[src/rtl/datapath_unit_if.sv]
// Control word from the control unit and datapath observation bus.
interface datapath_unit_if #(
   parameter int DATA_W = 16
);
   logic [7:0]        D_Addr;
   logic              D_Wr;
   logic              RF_s;
   logic              RF_W_en;
   logic [3:0]        RF_W_Addr;
   logic [3:0]        RF_Ra_Addr;
   logic [3:0]        RF_Rb_Addr;
   logic [2:0]        ALU_s0;
   logic [DATA_W-1:0] Ra_Data;
   logic [DATA_W-1:0] Rb_Data;
   logic [DATA_W-1:0] ALU_Out;
   logic [DATA_W-1:0] Mem_Out;
   logic              Flag_Z;
   logic              Flag_N;

   modport master (
      output D_Addr, D_Wr, RF_s, RF_W_en,
      output RF_W_Addr, RF_Ra_Addr, RF_Rb_Addr, ALU_s0,
      input  Ra_Data, Rb_Data, ALU_Out, Mem_Out,
      input  Flag_Z, Flag_N
   );

   modport slave (
      input  D_Addr, D_Wr, RF_s, RF_W_en,
      input  RF_W_Addr, RF_Ra_Addr, RF_Rb_Addr, ALU_s0,
      output Ra_Data, Rb_Data, ALU_Out, Mem_Out,
      output Flag_Z, Flag_N
   );
endinterface

[src/rtl/datapath_unit.sv]
// Register file, ALU and data memory datapath; define DP_RF_BYPASS_EN
// for write-through forwarding of memory loads onto the read ports.
module datapath_unit #(
   parameter int DATA_W     = 16,
   parameter int DMEM_DEPTH = 256
) (
   input logic            Clk,
   input logic            ResetN,
   datapath_unit_if.slave dp
);
   logic [DATA_W-1:0] rf  [16];
   logic [DATA_W-1:0] mem [DMEM_DEPTH];
   logic [DATA_W-1:0] mem_out_q;
   logic [DATA_W-1:0] ra_data;
   logic [DATA_W-1:0] rb_data;
   logic [DATA_W-1:0] alu_out;
   logic [DATA_W-1:0] wr_data;
   logic              flag_z_q;
   logic              flag_n_q;
   logic              fwd_a;
   logic              fwd_b;

   localparam logic [DATA_W-1:0] One = {{(DATA_W-1){1'b0}}, 1'b1};

   // Forwarding only from the memory path keeps the ALU out of the loop.
`ifdef DP_RF_BYPASS_EN
   assign fwd_a = dp.RF_W_en && dp.RF_s &&
                  (dp.RF_W_Addr == dp.RF_Ra_Addr);
   assign fwd_b = dp.RF_W_en && dp.RF_s &&
                  (dp.RF_W_Addr == dp.RF_Rb_Addr);
`else
   assign fwd_a = 1'b0;
   assign fwd_b = 1'b0;
`endif

   assign ra_data = fwd_a ? mem_out_q : rf[dp.RF_Ra_Addr];
   assign rb_data = fwd_b ? mem_out_q : rf[dp.RF_Rb_Addr];

   always_comb begin
      alu_out = '0;
      unique case (dp.ALU_s0)
         3'd0: alu_out = ra_data + rb_data;
         3'd1: alu_out = ra_data - rb_data;
         3'd2: alu_out = ra_data;
         3'd3: alu_out = ra_data ^ rb_data;
         3'd4: alu_out = ra_data | rb_data;
         3'd5: alu_out = ra_data & rb_data;
         3'd6: alu_out = ra_data + One;
         3'd7: alu_out = '0;
      endcase
   end

   assign wr_data = dp.RF_s ? mem_out_q : alu_out;

   always_ff @(posedge Clk or negedge ResetN) begin
      if (!ResetN) begin
         for (int i = 0; i < 16; i++) rf[i] <= '0;
         mem_out_q <= '0;
         flag_z_q  <= 1'b0;
         flag_n_q  <= 1'b0;
      end else begin
         if (dp.RF_W_en) rf[dp.RF_W_Addr] <= wr_data;
         mem_out_q <= mem[dp.D_Addr];
         if (dp.RF_W_en && !dp.RF_s) begin
            flag_z_q <= (alu_out == '0);
            flag_n_q <= alu_out[DATA_W-1];
         end
      end
   end

   // Array has no reset; contents survive ResetN.
   always_ff @(posedge Clk) begin
      if (ResetN && dp.D_Wr) mem[dp.D_Addr] <= ra_data;
   end

   assign dp.Ra_Data = ra_data;
   assign dp.Rb_Data = rb_data;
   assign dp.ALU_Out = alu_out;
   assign dp.Mem_Out = mem_out_q;
   assign dp.Flag_Z  = flag_z_q;
   assign dp.Flag_N  = flag_n_q;
endmodule
[src/flat_wrapper.sv]
// flat-port wrapper written by rule: the top's interface ports become plain ports
module datapath_unit_flat 
#(
   parameter int DATA_W     = 16,
   parameter int DMEM_DEPTH = 256
)
  (Clk, ResetN, dp_D_Addr, dp_D_Wr, dp_RF_s, dp_RF_W_en, dp_RF_W_Addr, dp_RF_Ra_Addr, dp_RF_Rb_Addr, dp_ALU_s0, dp_Ra_Data, dp_Rb_Data, dp_ALU_Out, dp_Mem_Out, dp_Flag_Z, dp_Flag_N);
  datapath_unit_if #(.DATA_W(DATA_W)) dp_i ();
  input logic Clk;
  input logic ResetN;
  input wire logic [$bits(dp_i.D_Addr)-1:0] dp_D_Addr;
  input wire logic [$bits(dp_i.D_Wr)-1:0] dp_D_Wr;
  input wire logic [$bits(dp_i.RF_s)-1:0] dp_RF_s;
  input wire logic [$bits(dp_i.RF_W_en)-1:0] dp_RF_W_en;
  input wire logic [$bits(dp_i.RF_W_Addr)-1:0] dp_RF_W_Addr;
  input wire logic [$bits(dp_i.RF_Ra_Addr)-1:0] dp_RF_Ra_Addr;
  input wire logic [$bits(dp_i.RF_Rb_Addr)-1:0] dp_RF_Rb_Addr;
  input wire logic [$bits(dp_i.ALU_s0)-1:0] dp_ALU_s0;
  output wire logic [$bits(dp_i.Ra_Data)-1:0] dp_Ra_Data;
  output wire logic [$bits(dp_i.Rb_Data)-1:0] dp_Rb_Data;
  output wire logic [$bits(dp_i.ALU_Out)-1:0] dp_ALU_Out;
  output wire logic [$bits(dp_i.Mem_Out)-1:0] dp_Mem_Out;
  output wire logic [$bits(dp_i.Flag_Z)-1:0] dp_Flag_Z;
  output wire logic [$bits(dp_i.Flag_N)-1:0] dp_Flag_N;
  assign dp_i.D_Addr = dp_D_Addr;
  assign dp_i.D_Wr = dp_D_Wr;
  assign dp_i.RF_s = dp_RF_s;
  assign dp_i.RF_W_en = dp_RF_W_en;
  assign dp_i.RF_W_Addr = dp_RF_W_Addr;
  assign dp_i.RF_Ra_Addr = dp_RF_Ra_Addr;
  assign dp_i.RF_Rb_Addr = dp_RF_Rb_Addr;
  assign dp_i.ALU_s0 = dp_ALU_s0;
  assign dp_Ra_Data = dp_i.Ra_Data;
  assign dp_Rb_Data = dp_i.Rb_Data;
  assign dp_ALU_Out = dp_i.ALU_Out;
  assign dp_Mem_Out = dp_i.Mem_Out;
  assign dp_Flag_Z = dp_i.Flag_Z;
  assign dp_Flag_N = dp_i.Flag_N;
  datapath_unit #(.DATA_W(DATA_W), .DMEM_DEPTH(DMEM_DEPTH)) u_core (.Clk(Clk), .ResetN(ResetN), .dp(dp_i));
endmodule
[config.mk]
export PLATFORM = sky130hd
export DESIGN_NAME = datapath_unit_flat
export DESIGN_NICKNAME = d
export VERILOG_FILES = /design/src/rtl/datapath_unit_if.sv /design/src/rtl/datapath_unit.sv /design/src/flat_wrapper.sv
export SDC_FILE = /design/constraint.sdc
export NUM_CORES = 2
export LEC_CHECK = 0
export CAP_MARGIN = 25
export CORE_UTILIZATION = 60
export CTS_BUF_LIST = sky130_fd_sc_hd__clkbuf_2 sky130_fd_sc_hd__clkbuf_4 sky130_fd_sc_hd__clkbuf_8
export DETAILED_ROUTE_END_ITERATION = 12
export PLACE_DENSITY_LB_ADDON = 0.2
export SLEW_MARGIN = 30
export SYNTH_ARGS = -nofsm -noshare
export SYNTH_HDL_FRONTEND = slang
export SYNTH_SLANG_ARGS = --single-unit
[constraint.sdc]
create_clock -name Clk -period 12.25 [get_ports Clk]
set_clock_uncertainty 0.1 [all_clocks]
set_input_delay 2.45 -clock Clk [delete_from_list [all_inputs] [get_ports Clk]]
set_output_delay 2.45 -clock Clk [all_outputs]
set_load 0.03 [all_outputs]
# Word level (Yosys, flattened, before mapping)
# Memories as Yosys holds them, arrays and structs flattened. A register that Yosys moved wholly into a read port is not among the register bits.
# Cells that the tools add are included.
# Widths: inputs -> output; s select.
# totals
out_inout_bits,66
input_bits,28
ramBits,4096
n_memories,1
regBits,258
# classes
mux,13
magnitude_cmp,4
n_bitwise,6
reduce_logical,7
eq_ne,7
n_addsub,3
# memory_table
memory,words,width,rd,rd_clocked_by_memory_dff,write_ports,line_no,rtl
u_core.mem,256,16,1,1,1,datapath_unit.sv:12,logic [DATA_W-1:0] mem [DMEM_DEPTH];
# op_table
op,count
$bwmux 256,1
$bmux 16 s4,2
$pmux 16 s8,1
$mux 16,6
$demux 16 s4,1
$add 16x1->16 const B,1
$add 16x16->16,1
$and 16x16->16,1
$logic_not 16->1,1
$or 16x16->16,1
$sub 16x16->16,1
$xor 16x16->16,1
$ge 5x5->1 const B,3
$not 4->5,3
$eq 3x3->1 const B,4
$eq 3x2->1 const B,2
$lt 5x1->1 const B,1
$eq 3x1->1 const B,1
$logic_and 1x1->1,3
$logic_not 3->1,1
$logic_not 1->1,2
$mux 1,2

# Longest topological paths before layout
# logic_depth
depth_word,8
mapped_depth,25

# Worst setup path before layout
# No wires, ideal clock.
# synth_path
path_type,input -> output
start,input port dp_RF_Ra_Addr[0]
end,output port dp_ALU_Out[15]
t_arrival_ps,8467
cell_stages,15
path_slack_ps,1233
n_path_buf,2
cell_sequence,clkbuf_1 buf_1 mux4_2 mux4_2 ha_1 a2111oi_0 o21ai_0 a41oi_1 o21ai_0 nand3_1 a21oi_1 a211oi_1 xnor3_2 a21oi_1 inv_1
# synth_via
elab_chain_len,6
elab_cells_between_ends,11
classes_between,add/sub: 3; mux: 4; bitwise: 4
# synth_rtl
item,line_no,rtl
"start, declared",flat_wrapper.sv:16,input wire logic [$bits(dp_i.RF_Ra_Addr)-1:0] dp_RF_Ra_Addr;
$not 4->5 (implied by the code) (*),datapath_unit.sv:36,assign ra_data = fwd_a ? mem_out_q : rf[dp.RF_Ra_Addr];
$bmux 16 s4 (*),datapath_unit.sv:36,
$mux 16 (implied by the code) (*) (2 in a row),datapath_unit.sv:36,
via dp_Ra_Data[6],flat_wrapper.sv:19,output wire logic [$bits(dp_i.Ra_Data)-1:0] dp_Ra_Data;
"$add 16x1->16, or another cell as far along",datapath_unit.sv:48,3'd6: alu_out = ra_data + One;
$pmux 16 s8 (*),datapath_unit.sv:41,unique case (dp.ALU_s0)
"end, declared",flat_wrapper.sv:21,output wire logic [$bits(dp_i.ALU_Out)-1:0] dp_ALU_Out;
# The timed path passes the listed nets; every way through them passes the cells marked *. The select of a mux whose other input is x is not followed.

# Worst setup path after layout
# layout_path
start,input port dp_RF_Rb_Addr[1]
end,output port dp_ALU_Out[15]
# layout_via
elab_chain_len,6
elab_cells_between_ends,10
classes_between,add/sub: 2; mux: 4; bitwise: 4
# layout_rtl
item,line_no,rtl
"start, declared",flat_wrapper.sv:17,input wire logic [$bits(dp_i.RF_Rb_Addr)-1:0] dp_RF_Rb_Addr;
$not 4->5 (implied by the code) (*),datapath_unit.sv:37,assign rb_data = fwd_b ? mem_out_q : rf[dp.RF_Rb_Addr];
$bmux 16 s4 (*),datapath_unit.sv:37,
$mux 16 (implied by the code) (*) (2 in a row),datapath_unit.sv:37,
"$sub 16x16->16, or another cell as far along",datapath_unit.sv:43,3'd1: alu_out = ra_data - rb_data;
$pmux 16 s8 (*),datapath_unit.sv:41,
# Every way passes the cells marked *; elsewhere a longest branch is shown, timed or not. The select of a mux whose other input is x is not followed.

==> impl_results.md <==
* Status: completed
* Worst hold path cell count at 2
* Hold buffer count at CTS at 0
* Adder-cell share of the synthesized area at 0.368%
* Via-per-instance ratio at a little under 7
* Worst-skew pair later-pin latency at 1220 ps
* Worst hold path type: reg2reg
* Final setup violating endpoints at 0
* Number of enable flip-flop cells after synthesis at 4096
* Routability cong. at approximately 0.92
* First-pass GRT wire length at 642000 um
* Starting Density at just over 60%
* Initial antenna violation count at 24
* Register-to-register setup slack at 5770 ps
* Clock buffer depth at 4
* Hold EP: u_core.rf[176]
* Max Cap Viol at 0
* CP Capture Type: output pin
* HP Start: u_core.rf[176]
* Layout area overhead at 12.3%
* Num CTS Buffers at 674
* Number of H-tree levels at 6
* Resized Gates After CTS at 0
* Max-slew headroom at 27.6%
* NumNets Final at between 8000 and 9000
* Kind of critical path: in2out
* Final Hold Fails at 0
* I/O pins at 94
* Worst-path clk slew at roughly 50 ps
* Tmin final at 11460 ps
* Most frequent cells in the layout: edfxtp_1, mux4_2, clkbuf_8
* Routed Antenna Nets at 0
* Critical path peak fanout at 19
* Final Util at 67.8%
* Pre-Repair DR Iteration Count at 9
* Area fraction in and, or, nand and nor cells after synthesis at 1.91%
* Row count at 196
* Slew Limit Fails at 0
* WP data required at slightly below 10000 ps
* Asr flop ratio synth at around 6.3%
* Vias in the first global route at between 80000 and 90000
* Cell variety after synth at 71
* Mapped Cells at 7719
* Clock root cell: clkbuf_8
* Gr usage total at 32.1%
* RSZ-0062 raised after global routing: no
* Synth area leaders: edfxtp_1, mux4_2, dfrtp_1
* Mapped Nets at about 7800
* Post-synth top area cell: edfxtp_1
* HPWL after DPL at 270000 um
* Most common cell after layout, fill and taps aside: edfxtp_1
* DRT iter0 DRCs at 12622
* Slew @ Worst Pin at between 1000 and 1500 ps
* Layout cells sized above 1 at 35.9%
* R2R Path Start: u_core.rf[225]
* Fillers at between 15000 and 20000
* CTS tree: built
* Top_reg_cell synth: edfxtp_1
* GR Overflow Total at 0
* Pin count of the biggest net entering global routing at around 220
* Sequential share of the synthesized area at 75.4%
* Synth top area share at 71.4%
* Die width at 538 um
* Setup TNS at 0 ps
* Startpoint Class: input pin
* Port Buffer Count at 93
* Routed wire length at 457000 um
* Post-Syn Area at around 170000 um2
* Mapped Avg Cell Area at about 22 um2
* R2R depth at 19
* Crit path arrival time at 8910 ps
* Area share of xor/xnor cells in the synthesized design at less than 1%
* Leakage at 62.8 nW
* Max frequency at roughly 87 MHz
* Synth Area in Compound Gates at ~1.7%
* Die Span Y at 538 um
* DR DRC count at 0
* Worst hold slack at 407 ps
* Vias at 86488
* VDD IR max at 0.116 mV
* Period utilization at 93.5%
* Combinational family with the most area after synthesis: multiplexers
* Power Density at 181 nW/um2
* Clock sinks at ~4400
* Yosys warning count at 0
* Mux cell area share after synthesis at 19.3%
* Post-CTS setup buffer count at 0
* Total Power at roughly 35 mW
* Drt wl/cell at 35.9 um
* Synthesis-stage register bit count at approximately 4400
* R2R Path End: u_core.rf[173]
* Area of the core at 285000 um2
* Die area at 289000 um2
[how the worst max path moves through the flow]
stage / from / end / slack, ps / cells after the start
2_1_floorplan: dp_RF_Ra_Addr[0] / dp_ALU_Out[15] / 1230 / 15
3_3_place_gp: dp_RF_Rb_Addr[2] / dp_ALU_Out[15] / 840 / 21
3_5_place_dp: dp_RF_Rb_Addr[2] / dp_ALU_Out[15] / 890 / 21
4_1_cts: dp_RF_Rb_Addr[2] / dp_ALU_Out[15] / 850 / 21
5_1_grt: dp_RF_Rb_Addr[1] / dp_ALU_Out[15] / 400 / 21
6_report: dp_RF_Rb_Addr[1] / dp_ALU_Out[15] / 790 / 21
[cells by family (layout without fill, tap and decap cells)]
| kind of cell | Yosys count | in the layout |
|---|---|---|
| AO/OA/AOI/OAI | 460 | 460 |
| XOR/XNOR | 21 | 21 |
| adder cells (fa/ha/maj) | 50 | 50 |
| buffers and inverters | 518 | 1741 |
| flip-flops | 4370 | 4370 |
| multiplexers | 1507 | 1507 |
| other | 0 | 9 |
| AND/OR/NAND/NOR | 793 | 793 |
[cells in the mapped netlist, types with 8 or more instances]
library cell	instances
edfxtp_1	4096
mux4_2	1436
nand2_1	341
nor2_1	309
clkbuf_1	283
dfrtp_1	274
o21ai_0	271
buf_1	98
buf_2	52
inv_1	50
ha_1	49
nand3_1	49
a21oi_1	42
mux2i_1	38
nor2b_1	29
a22oi_1	27
mux2_2	26
dlygate4sd1_1	21
a32oi_1	17
xnor2_1	15
a22o_1	13
a221oi_1	12
nor3_1	12
a211oi_1	10
nand4_1	10
o31ai_2	10
and2_1	9
a31oi_1	8
[flip-flops by register name, summed over array words and instances (netlist names)]
signal	count
u_core.dp.Flag_N	1
u_core.dp.Flag_Z	1
u_core.dp.Mem_Out	16
u_core.mem	4096
u_core.rf	256
[through the flow]
stage	cell area [um2]	std cells	worst slack [ps]
3_3_place_gp	180000	11488	838
3_5_place_dp	180000	11489	888
6_report	193000	12713	793
4_1_cts	193000	12697	850
5_1_grt	193000	12708	404
2_1_floorplan	172000	7719	1230
[where the power goes]
group	switching, mW	internal [mW]	total (mW)
logic	3.32	1.29	4.61
registers	0.287	18.1	18.4
clock network	5.80	6.12	11.9
total	9.41	25.5	34.9
[worst max-delay path, cell delays in order]
cell and delay (ps):
buf_2 500, buf_4 340, mux4_2 330, mux4_2 590, inv_1 140, ha_1 300, a21oi_1 140, xnor2_1 220
nor2_1 80, ha_1 370, a2111oi_0 390, o21ai_0 210, a41oi_1 360, o21ai_0 250, nand3_1 140, a21oi_1 80
a211oi_1 350, xnor3_2 430, a21oi_1 490, inv_1 100, clkdlybuf4s50_1 610
[area by class of cell]
class	instances	area [um2]	area share, %
Sequential cell	4370	130000	67.1
Multi-Input combinational cell	2831	41200	21.3
Clock buffer	900	11100	5.73
Tap cell	3762	4710	2.43
Timing Repair Buffer	483	4230	2.19
Clock inverter	308	2110	1.09
Inverter	50	188	0.0970
Antenna cell	9	22.5	0.0116
[layer usage]
| metal | GRT usage, % | wire length [um] |
|---|---|---|
| met1 | 44.9 | 168000 |
| met2 | 48.4 | 213000 |
| met3 | 8.07 | 53400 |
| met4 | 14.6 | 22600 |
| met5 | 0 | 64 |
No activity file was read; power rests on OpenSTA's default activity.
